[config.mk]
export PLATFORM = sky130hd
export DESIGN_NAME = ftdi_bridge
export DESIGN_NICKNAME = d
export VERILOG_FILES = /design/src/rtl/ftdi_bridge_pkg.sv /design/src/rtl/ftdi_bridge_sync2.sv /design/src/rtl/ftdi_bridge.sv
export SDC_FILE = /design/constraint.sdc
export NUM_CORES = 1
export LEC_CHECK = 0
export ABC_AREA = 1
export BUFFER_PORTS_ARGS = -buffer_cell sky130_fd_sc_hd__buf_2
export CORE_MARGIN = 2
export CORE_UTILIZATION = 43
export DETAILED_ROUTE_END_ITERATION = 12
export PLACE_DENSITY = 0.75
export SETUP_SLACK_MARGIN = 0.1
export SKIP_LAST_GASP = 1
export SYNTH_ARGS = -nofsm -noshare
export SYNTH_HDL_FRONTEND = slang
export SYNTH_HIERARCHICAL = 1
export SYNTH_SLANG_ARGS = --single-unit
[constraint.sdc]
create_clock -name sysclk -period 2.4 [get_ports sysclk]
set_input_delay 0.72 -clock sysclk [delete_from_list [all_inputs] [get_ports sysclk]]
set_output_delay 0.72 -clock sysclk [all_outputs]
set_load 0.1 [all_outputs]
[src/rtl/ftdi_bridge_pkg.sv]
// rtl/ftdi_bridge_pkg.sv - shared states, register offsets and status bit positions for ftdi_bridge
package ftdi_bridge_pkg;

  typedef enum logic [3:0] {
    ST_IDLE,
    ST_STAT,
    ST_WAIT_RDY,
    ST_RD_STB,
    ST_WR_SETUP,
    ST_WR_STB,
    ST_WR_HOLD,
    ST_ACK,
    ST_RECOVER,
    ST_ABORT
  } state_e;

  localparam logic REG_DATA = 1'b0;
  localparam logic REG_STAT = 1'b1;

  localparam int STAT_RXF = 0;
  localparam int STAT_TXE = 1;
  localparam int STAT_TMO = 7;

  // Bit positions inside the synchronised bundle {cs, as_n, uds_n, rw, rxf_n, txe_n}
  localparam int SY_CS    = 5;
  localparam int SY_AS_N  = 4;
  localparam int SY_UDS_N = 3;
  localparam int SY_RW    = 2;
  localparam int SY_RXF_N = 1;
  localparam int SY_TXE_N = 0;
  localparam logic [5:0] SY_INACTIVE = 6'b011111;

  function automatic int max_of(input int a, input int b);
    return (a > b) ? a : b;
  endfunction

endpackage

[src/rtl/ftdi_bridge_sync2.sv]
// rtl/ftdi_bridge_sync2.sv - two-flop synchronizer, resets to the inactive level of each bit
module ftdi_bridge_sync2 #(
  parameter int           W       = 1,
  parameter logic [W-1:0] RST_VAL = '0
) (
  input  logic         clk_i,
  input  logic         rst_i,
  input  logic [W-1:0] d_i,
  output logic [W-1:0] q_o
);

  logic [W-1:0] meta_q;
  logic [W-1:0] sync_q;

  always_ff @(posedge clk_i) begin
    if (rst_i) begin
      meta_q <= RST_VAL;
      sync_q <= RST_VAL;
    end else begin
      meta_q <= d_i;
      sync_q <= meta_q;
    end
  end

  assign q_o = sync_q;

endmodule

[src/rtl/ftdi_bridge.sv]
// rtl/ftdi_bridge.sv - 68000 byte cycle to FT245 RD#/WR# strobe bridge with DTACK# generation
// FTDI_TIMEOUT_EN adds the WAIT_RDY timeout, BERR# abort and sticky timeout flag.
module ftdi_bridge
  import ftdi_bridge_pkg::*;
#(
  parameter int RD_PULSE = 4,
  parameter int WR_PULSE = 4,
  parameter int RECOVERY = 3,
  parameter int TIMEOUT  = 1024
) (
  input  logic       sysclk,
  input  logic       rst,
  input  logic       ftdi_cs,
  input  logic       as_n,
  input  logic       uds_n,
  input  logic       rw,
  input  logic       a1,
  input  logic [7:0] cpu_din,
  output logic [7:0] cpu_dout,
  output logic       cpu_doe,
  output logic       dtack_n,
  output logic       berr_n,
  input  logic       ftdi_rxf_n,
  input  logic       ftdi_txe_n,
  output logic       ftdi_rd_n,
  output logic       ftdi_wr,
  input  logic [7:0] ftdi_din,
  output logic [7:0] ftdi_dout,
  output logic       ftdi_doe,
  output logic       busy
);

`ifdef FTDI_TIMEOUT_EN
  localparam int CNT_MAX = max_of(max_of(RD_PULSE, WR_PULSE), max_of(RECOVERY, TIMEOUT));
`else
  localparam int CNT_MAX = max_of(max_of(RD_PULSE, WR_PULSE), RECOVERY);
`endif
  localparam int CW = $clog2(CNT_MAX + 1);
  localparam logic [CW-1:0] RD_LAST  = CW'(RD_PULSE - 1);
  localparam logic [CW-1:0] WR_LAST  = CW'(WR_PULSE - 1);
  localparam logic [CW-1:0] REC_LAST = CW'(RECOVERY - 1);

  logic [5:0] sy;
  logic       start;
  logic [7:0] status;

  state_e        state_q;
  logic [CW-1:0] cnt_q;
  logic          rw_q;
  logic          stat_q;
  logic          rd_n_q;
  logic          wr_q;
  logic          fdoe_q;
  logic [7:0]    fdout_q;
  logic          dtack_n_q;
  logic          cdoe_q;
  logic [7:0]    cdout_q;

  ftdi_bridge_sync2 #(
    .W       (6),
    .RST_VAL (SY_INACTIVE)
  ) u_sync (
    .clk_i (sysclk),
    .rst_i (rst),
    .d_i   ({ftdi_cs, as_n, uds_n, rw, ftdi_rxf_n, ftdi_txe_n}),
    .q_o   (sy)
  );

  assign start = sy[SY_CS] & ~sy[SY_AS_N] & ~sy[SY_UDS_N];

`ifdef FTDI_TIMEOUT_EN
  localparam logic [CW-1:0] TMO_LAST = CW'(TIMEOUT - 1);
  logic berr_n_q;
  logic tmo_q;
  assign berr_n = berr_n_q;
`else
  logic [31:0] unused_timeout;
  assign unused_timeout = 32'(TIMEOUT);
  assign berr_n = 1'b1;
`endif

  always_comb begin
    status           = 8'h00;
    status[STAT_RXF] = ~sy[SY_RXF_N];
    status[STAT_TXE] = ~sy[SY_TXE_N];
`ifdef FTDI_TIMEOUT_EN
    status[STAT_TMO] = tmo_q;
`endif
  end

  always_ff @(posedge sysclk) begin
    if (rst) begin
      state_q   <= ST_IDLE;
      cnt_q     <= '0;
      rw_q      <= 1'b1;
      stat_q    <= 1'b0;
      rd_n_q    <= 1'b1;
      wr_q      <= 1'b0;
      fdoe_q    <= 1'b0;
      fdout_q   <= 8'h00;
      dtack_n_q <= 1'b1;
      cdoe_q    <= 1'b0;
      cdout_q   <= 8'h00;
`ifdef FTDI_TIMEOUT_EN
      berr_n_q  <= 1'b1;
      tmo_q     <= 1'b0;
`endif
    end else begin
      case (state_q)
        ST_IDLE: begin
          if (start) begin
            rw_q    <= sy[SY_RW];
            stat_q  <= (a1 == REG_STAT);
            cnt_q   <= '0;
            state_q <= (a1 == REG_STAT) ? ST_STAT : ST_WAIT_RDY;
          end
        end
        ST_STAT: begin
          if (rw_q) begin
            cdout_q <= status;
            cdoe_q  <= 1'b1;
          end
`ifdef FTDI_TIMEOUT_EN
          else if (cpu_din[STAT_TMO]) begin
            tmo_q <= 1'b0;
          end
`endif
          dtack_n_q <= 1'b0;
          state_q   <= ST_ACK;
        end
        ST_WAIT_RDY: begin
          // CPU gave up before any strobe started: drop the cycle silently
          if (sy[SY_AS_N]) begin
            state_q <= ST_IDLE;
          end else if (rw_q && !sy[SY_RXF_N]) begin
            rd_n_q  <= 1'b0;
            cnt_q   <= '0;
            state_q <= ST_RD_STB;
          end else if (!rw_q && !sy[SY_TXE_N]) begin
            fdout_q <= cpu_din;
            fdoe_q  <= 1'b1;
            state_q <= ST_WR_SETUP;
          end
`ifdef FTDI_TIMEOUT_EN
          else if (cnt_q == TMO_LAST) begin
            berr_n_q <= 1'b0;
            tmo_q    <= 1'b1;
            state_q  <= ST_ABORT;
          end else begin
            cnt_q <= cnt_q + 1'b1;
          end
`endif
        end
        ST_RD_STB: begin
          if (cnt_q == RD_LAST) begin
            cdout_q   <= ftdi_din;
            cdoe_q    <= 1'b1;
            rd_n_q    <= 1'b1;
            dtack_n_q <= 1'b0;
            state_q   <= ST_ACK;
          end else begin
            cnt_q <= cnt_q + 1'b1;
          end
        end
        ST_WR_SETUP: begin
          wr_q    <= 1'b1;
          cnt_q   <= '0;
          state_q <= ST_WR_STB;
        end
        ST_WR_STB: begin
          if (cnt_q == WR_LAST) begin
            wr_q    <= 1'b0;
            state_q <= ST_WR_HOLD;
          end else begin
            cnt_q <= cnt_q + 1'b1;
          end
        end
        ST_WR_HOLD: begin
          fdoe_q    <= 1'b0;
          dtack_n_q <= 1'b0;
          state_q   <= ST_ACK;
        end
        ST_ACK: begin
          if (sy[SY_AS_N]) begin
            dtack_n_q <= 1'b1;
            cdoe_q    <= 1'b0;
            cnt_q     <= '0;
            state_q   <= stat_q ? ST_IDLE : ST_RECOVER;
          end
        end
        ST_RECOVER: begin
          if (cnt_q == REC_LAST) begin
            state_q <= ST_IDLE;
          end else begin
            cnt_q <= cnt_q + 1'b1;
          end
        end
`ifdef FTDI_TIMEOUT_EN
        ST_ABORT: begin
          if (sy[SY_AS_N]) begin
            berr_n_q <= 1'b1;
            state_q  <= ST_IDLE;
          end
        end
`endif
        default: state_q <= ST_IDLE;
      endcase
    end
  end

  assign cpu_dout  = cdout_q;
  assign cpu_doe   = cdoe_q;
  assign dtack_n   = dtack_n_q;
  assign ftdi_rd_n = rd_n_q;
  assign ftdi_wr   = wr_q;
  assign ftdi_dout = fdout_q;
  assign ftdi_doe  = fdoe_q;
  assign busy      = (state_q != ST_IDLE);

endmodule

Yosys cells after proc, flatten, opt, wreduce, memory -nomap -nowiden

Cells that the tools add are included.
Widths: inputs -> output; s select.

Add/sub/neg operators: 1
Multiplexer cells: 36
Bitwise gates (word level): 7
Equality and inequality tests: 23
Reduce and logical (&&, ||, !) cells: 26

Operators by type and width:

| kind               | count |
|---|---|
| $mux 4             | 9 |
| $pmux 4 s8         | 1 |
| $ne 2x2->1 const B | 11 |
| $mux 3             | 6 |
| $pmux 3 s6         | 1 |
| $eq 4x3->1 const B | 4 |
| $mux 8             | 2 |
| $pmux 8 s2         | 1 |
| $reduce_and 4->1   | 4 |
| $mux 1             | 10 |
| $eq 4x2->1 const B | 2 |
| $reduce_bool 2->1  | 4 |
| $reduce_and 7->1   | 1 |
| $eq 3x2->1 const B | 2 |
| $pmux 1 s2         | 3 |
| $pmux 1 s3         | 2 |
| $reduce_and 3->1   | 2 |
| $reduce_and 6->1   | 1 |
| $reduce_bool 3->1  | 2 |
| $reduce_bool 6->1  | 1 |
| $not 1->1          | 5 |
| $eq 4x1->1 const B | 1 |
| $eq 4x4->1 const B | 1 |
| $logic_not 4->1    | 1 |
| 10 further kinds   | 16 |

Output and inout bits: 23
Register bits after elaboration: 42
Input port bits: 25

Logic depth before layout (Yosys ltp)

Depth in word-level cells: 6
Gate-level depth with buffers: 11

Cells and area by module

The synthesis kept the hierarchy.

By module, submodules not included:

| module            | area an instance (µm²) | instances | cells an instance | seq. area each (µm²) |
|---|---|---|---|---|
| ftdi_bridge       | 1,541.5                | 1         | 230               | 600.6 |
| ftdi_bridge_sync2 | 336.6                  | 1         | 37                | 240.2 |

Worst setup path after synthesis

OpenSTA, ideal clock, no wires.

Path type: reg-to-output
Start: register state_q[2]
End: output busy
Slack: 485 ps
Path buffers: 0
Required time: 1,680 ps
Data arrival time: 1,195 ps
Cell stages (with the launch flop): 3
Cells stage by stage: dfxtp_1 -> nor2_4 -> nand2_1

Longest elaborated chain between the ends: 1

RTL lines:

| what                     | RTL line           | text |
|---|---|---|
| start: declaration       | ftdi_bridge.sv:47  | `state_e state_q;` |
| start signal: assignment | ftdi_bridge.sv:115 | `state_q <= (a1 == REG_STAT) ? ST_STAT : ST_WAIT_RDY;` |
| start signal: assignment | ftdi_bridge.sv:188 | `state_q <= stat_q ? ST_IDLE : ST_RECOVER;` |
| $reduce_bool 4->1        | ftdi_bridge.sv:218 | `assign busy = (state_q != ST_IDLE);` |
| end: declaration         | ftdi_bridge.sv:30  | `output logic busy` |

Every way passes these cells.

Final worst setup path

Start: register state_q[0]
End: output busy

The elaborated chain is that of the path after synthesis.

==> impl_results.md <==
- Gr ovfl total: 0
- CTS tree: done
- CP max stage cell: buf_2
- Synth Instances: 267
- WP data arrival: approximately 1.4 ns
- Least-Margin Pin Slew: 0.508 ns
- Total GRT Usage: 0.177
- Max Clock Freq: 0.465 GHz
- Pre-Repair DR Iteration Count: 4
- Cell count of the worst reg-to-reg path: 8
- Port Buffers: 46
- Hold_ws: 0.415 ns
- Top-area cell type share of the netlist area: 0.448
- Worst Path Max Fanout: 6
- Top layer in use: met4
- Fin area: 2210 sq um
- H-tree Lvls: 2
- Clock Pin Slew Worst Setup and Hold Paths: 0.07 ns
- P per Cell Area: 1010 nW/um^2
- Std-Cell Rows: 24
- Yosys Warn Count: 6
- Syn avg cell area: 7.03 sq um
- Cell variety after synth: 29
- Final period util: 0.896
- Initial Utilization: 0.437
- Detail Route Antenna Nets: 0
- Initial antenna violation count: 0
- Capture point of the critical path: busy
- RSZ-0062 raised after global routing: no
- Pleak: ~1.2 nW
- Die W: 70.1 microns
- CTS Sinks: 42
- Leading area contributor after synthesis: dfxtp_1
- I/O Pins: 48
- Setup violators final: 0
- Met2 routed WL: 2020 microns
- CP bufs+invs: 1
- R2R Setup Slk: roughly 0.68 ns
- DRT Wirelength: 4140 microns
- Flops & latches, synth: between 40 and 50
- Core Area: roughly 4300 sq um
- Share of cells above drive strength 1: 0.213
- Die Height: ~70 microns
- Synth area leaders: dfxtp_1, nand2_1, nor2_1, inv_1, nand3_1
- PnR Total Power: 2.23 mW
- VDD IR max: 0.000607 V
- DRT iter0 DRCs: 69
- Vias in the first global route: 1613
- # diodes: 0
- Nets@finish: 343
- CP top delay family: buffers and inverters
- Post-DP HPWL: 3100 microns
- Max-slew headroom: 0.661
- CTS resizes: 0
- Worst setup SP type: flop
- Mapped cell area: 1880 sq um
- Final Hold Viols: 0
- DR WL/cell: 11.3 microns
- M1 wire length: 1880 microns
- Clock Tree Root: clkbuf_8
- Sequential share of the synthesized area: 0.448
- Worst min-delay path class: reg -> reg
- Status: finished, final reports clean
- Max Cap Violations: 0
- Worst skew pair latency: ~0.29 ns
- Worst reg2reg startpoint: cnt_q[1]
- CTS buffer count: 5
- Final-layout fill cell count: 463
- Crit path cell chain: nor2_2 > nand2_1 > buf_2
- Die area: around 4900 sq um
- Layout area overhead: 17.8%
- Cell Area, Placed: around 2100 sq um
- Total Neg Setup Slack: 0 ns
- First-pass GRT wire length: 7040 microns
- Setup crit end kind: output pin
- Worst stage delay on the critical path: 0.45 ns
- Clock Path Buffers: 2
- Via Count: 1742
- Worst r2r dst: state_q[2]
- DRC Markers: 0
- Placer Congestion: a little over 0.9
- Vias per inst: approximately 4.7
- Largest net degree at the start of global routing: 19
- CP startpoint: state_q[0]
- Crit path kind: reg -> out
- Worst EP required: about 1.7 ns
- Hold-fix buffers, CTS: 0
- Fin crit period: 2.15 ns
- Fin Clk Skew: 0.00289 ns
- Final count of pins violating max slew: 0
- Synth Net Count: 295
- DR WL met3: 211 microns
- Worst path depth: 3
- Post-CTS Setup Bufs: 0
-- cells in the mapped netlist (all sizes together) --
master,count
nand2,66
nor2,54
dfxtp,42
inv,34
nand3,18
o21ai,14
a21oi,12
nand4,6
buf,4
a31oi,3
ha,3
clkbuf,2
nand3b,2
or2,2
a211oi,1
clkinv,1
conb,1
nor3,1
o211a,1
-- per-stage QoR --
step	util	cells	setup slack [ns]
after floorplan	-	267	0.485
after global placement	0.497	360	0.575
after CTS	0.515	367	0.243
after detailed placement	0.497	360	0.569
after global routing	0.515	367	0.142
final	0.515	367	0.250
-- worst min path at each step --
stage,start,slack (ns),to,cells past startpoint
final,u_sync/meta_q[3],0.41,u_sync/q_o[3],2
after global routing,u_sync/meta_q[2],0.43,u_sync/q_o[2],2
after CTS,u_sync/meta_q[2],0.42,u_sync/q_o[2],2
after detailed placement,u_sync/meta_q[2],0.40,u_sync/q_o[2],2
after global placement,u_sync/meta_q[2],0.39,u_sync/q_o[2],2
after floorplan,u_sync/meta_q[0],0.39,u_sync/q_o[0],2
-- area by class of cell --
type                       instances  area, sq um  share of cell area
tap                               52         65.1              0.0294
sequential                        42          841               0.380
clock inverter                     1         7.51             0.00339
inverter                          35          133              0.0600
multi-input combinational        184          856               0.387
timing repair buffer              47          238               0.107
clock buffer                       6         72.6              0.0328
-- routing by layer --
layer | vias up | global-route usage
met3 | 4 | 0.0433
li1 | 928 | -
met4 | 0 | 0.0513
met1 | 764 | 0.219
met5 | - | 0
met2 | 46 | 0.304
-- placed cells by master (no fill, tap or decap), drive strengths merged --
master	count
a21oi	12
o211a	1
nor2	54
dfxtp	42
buf	47
a31oi	3
nand3b	2
nand3	18
conb	1
nor3	1
or2	2
clkbuf	6
o21ai	14
clkinvlp	1
ha	3
nand4	6
a211oi	1
nand2	66
clkinv	1
inv	34
-- sequential cells by signal (all words and copies together), names as in the netlist --
name	cells
cpu_doe	1
ftdi_rd_n	1
ftdi_doe	1
cpu_dout	8
ftdi_dout	8
cnt_q	3
stat_q	1
ftdi_wr	1
dtack_n	1
rw_q	1
u_sync/meta_q	6
u_sync/q_o	6
state_q	4
-- logic make-up (layout without fill, tap and decap cells) --
kind of cell	after synthesis	after routing	share of synthesized area
AND/OR/NAND/NOR	149	149	0.343
flip-flops	42	42	0.448
buffers and inverters	41	89	0.0966
AO/OA/AOI/OAI	31	31	0.0906
adder cells (fa/ha/maj)	3	3	0.0200
other	1	1	0.00200
-- worst register-to-register path: stages (launching register included) --
cell      delay (ns)
dfxtp_1         0.36
ha_1            0.15
ha_1            0.37
nand3b_2        0.21
nand2_1         0.07
nor2_2          0.21
nand2_2         0.10
nand2_1         0.07
a21oi_1         0.06
-- where the power goes --
group          internal (mW)  leakage (nW)  switching [mW]
Sequential             0.764         0.342          0.0506
Clock                  0.199        0.0373           0.230
Combinational          0.219         0.774           0.764
No activity file was read; power rests on OpenSTA's default activity.
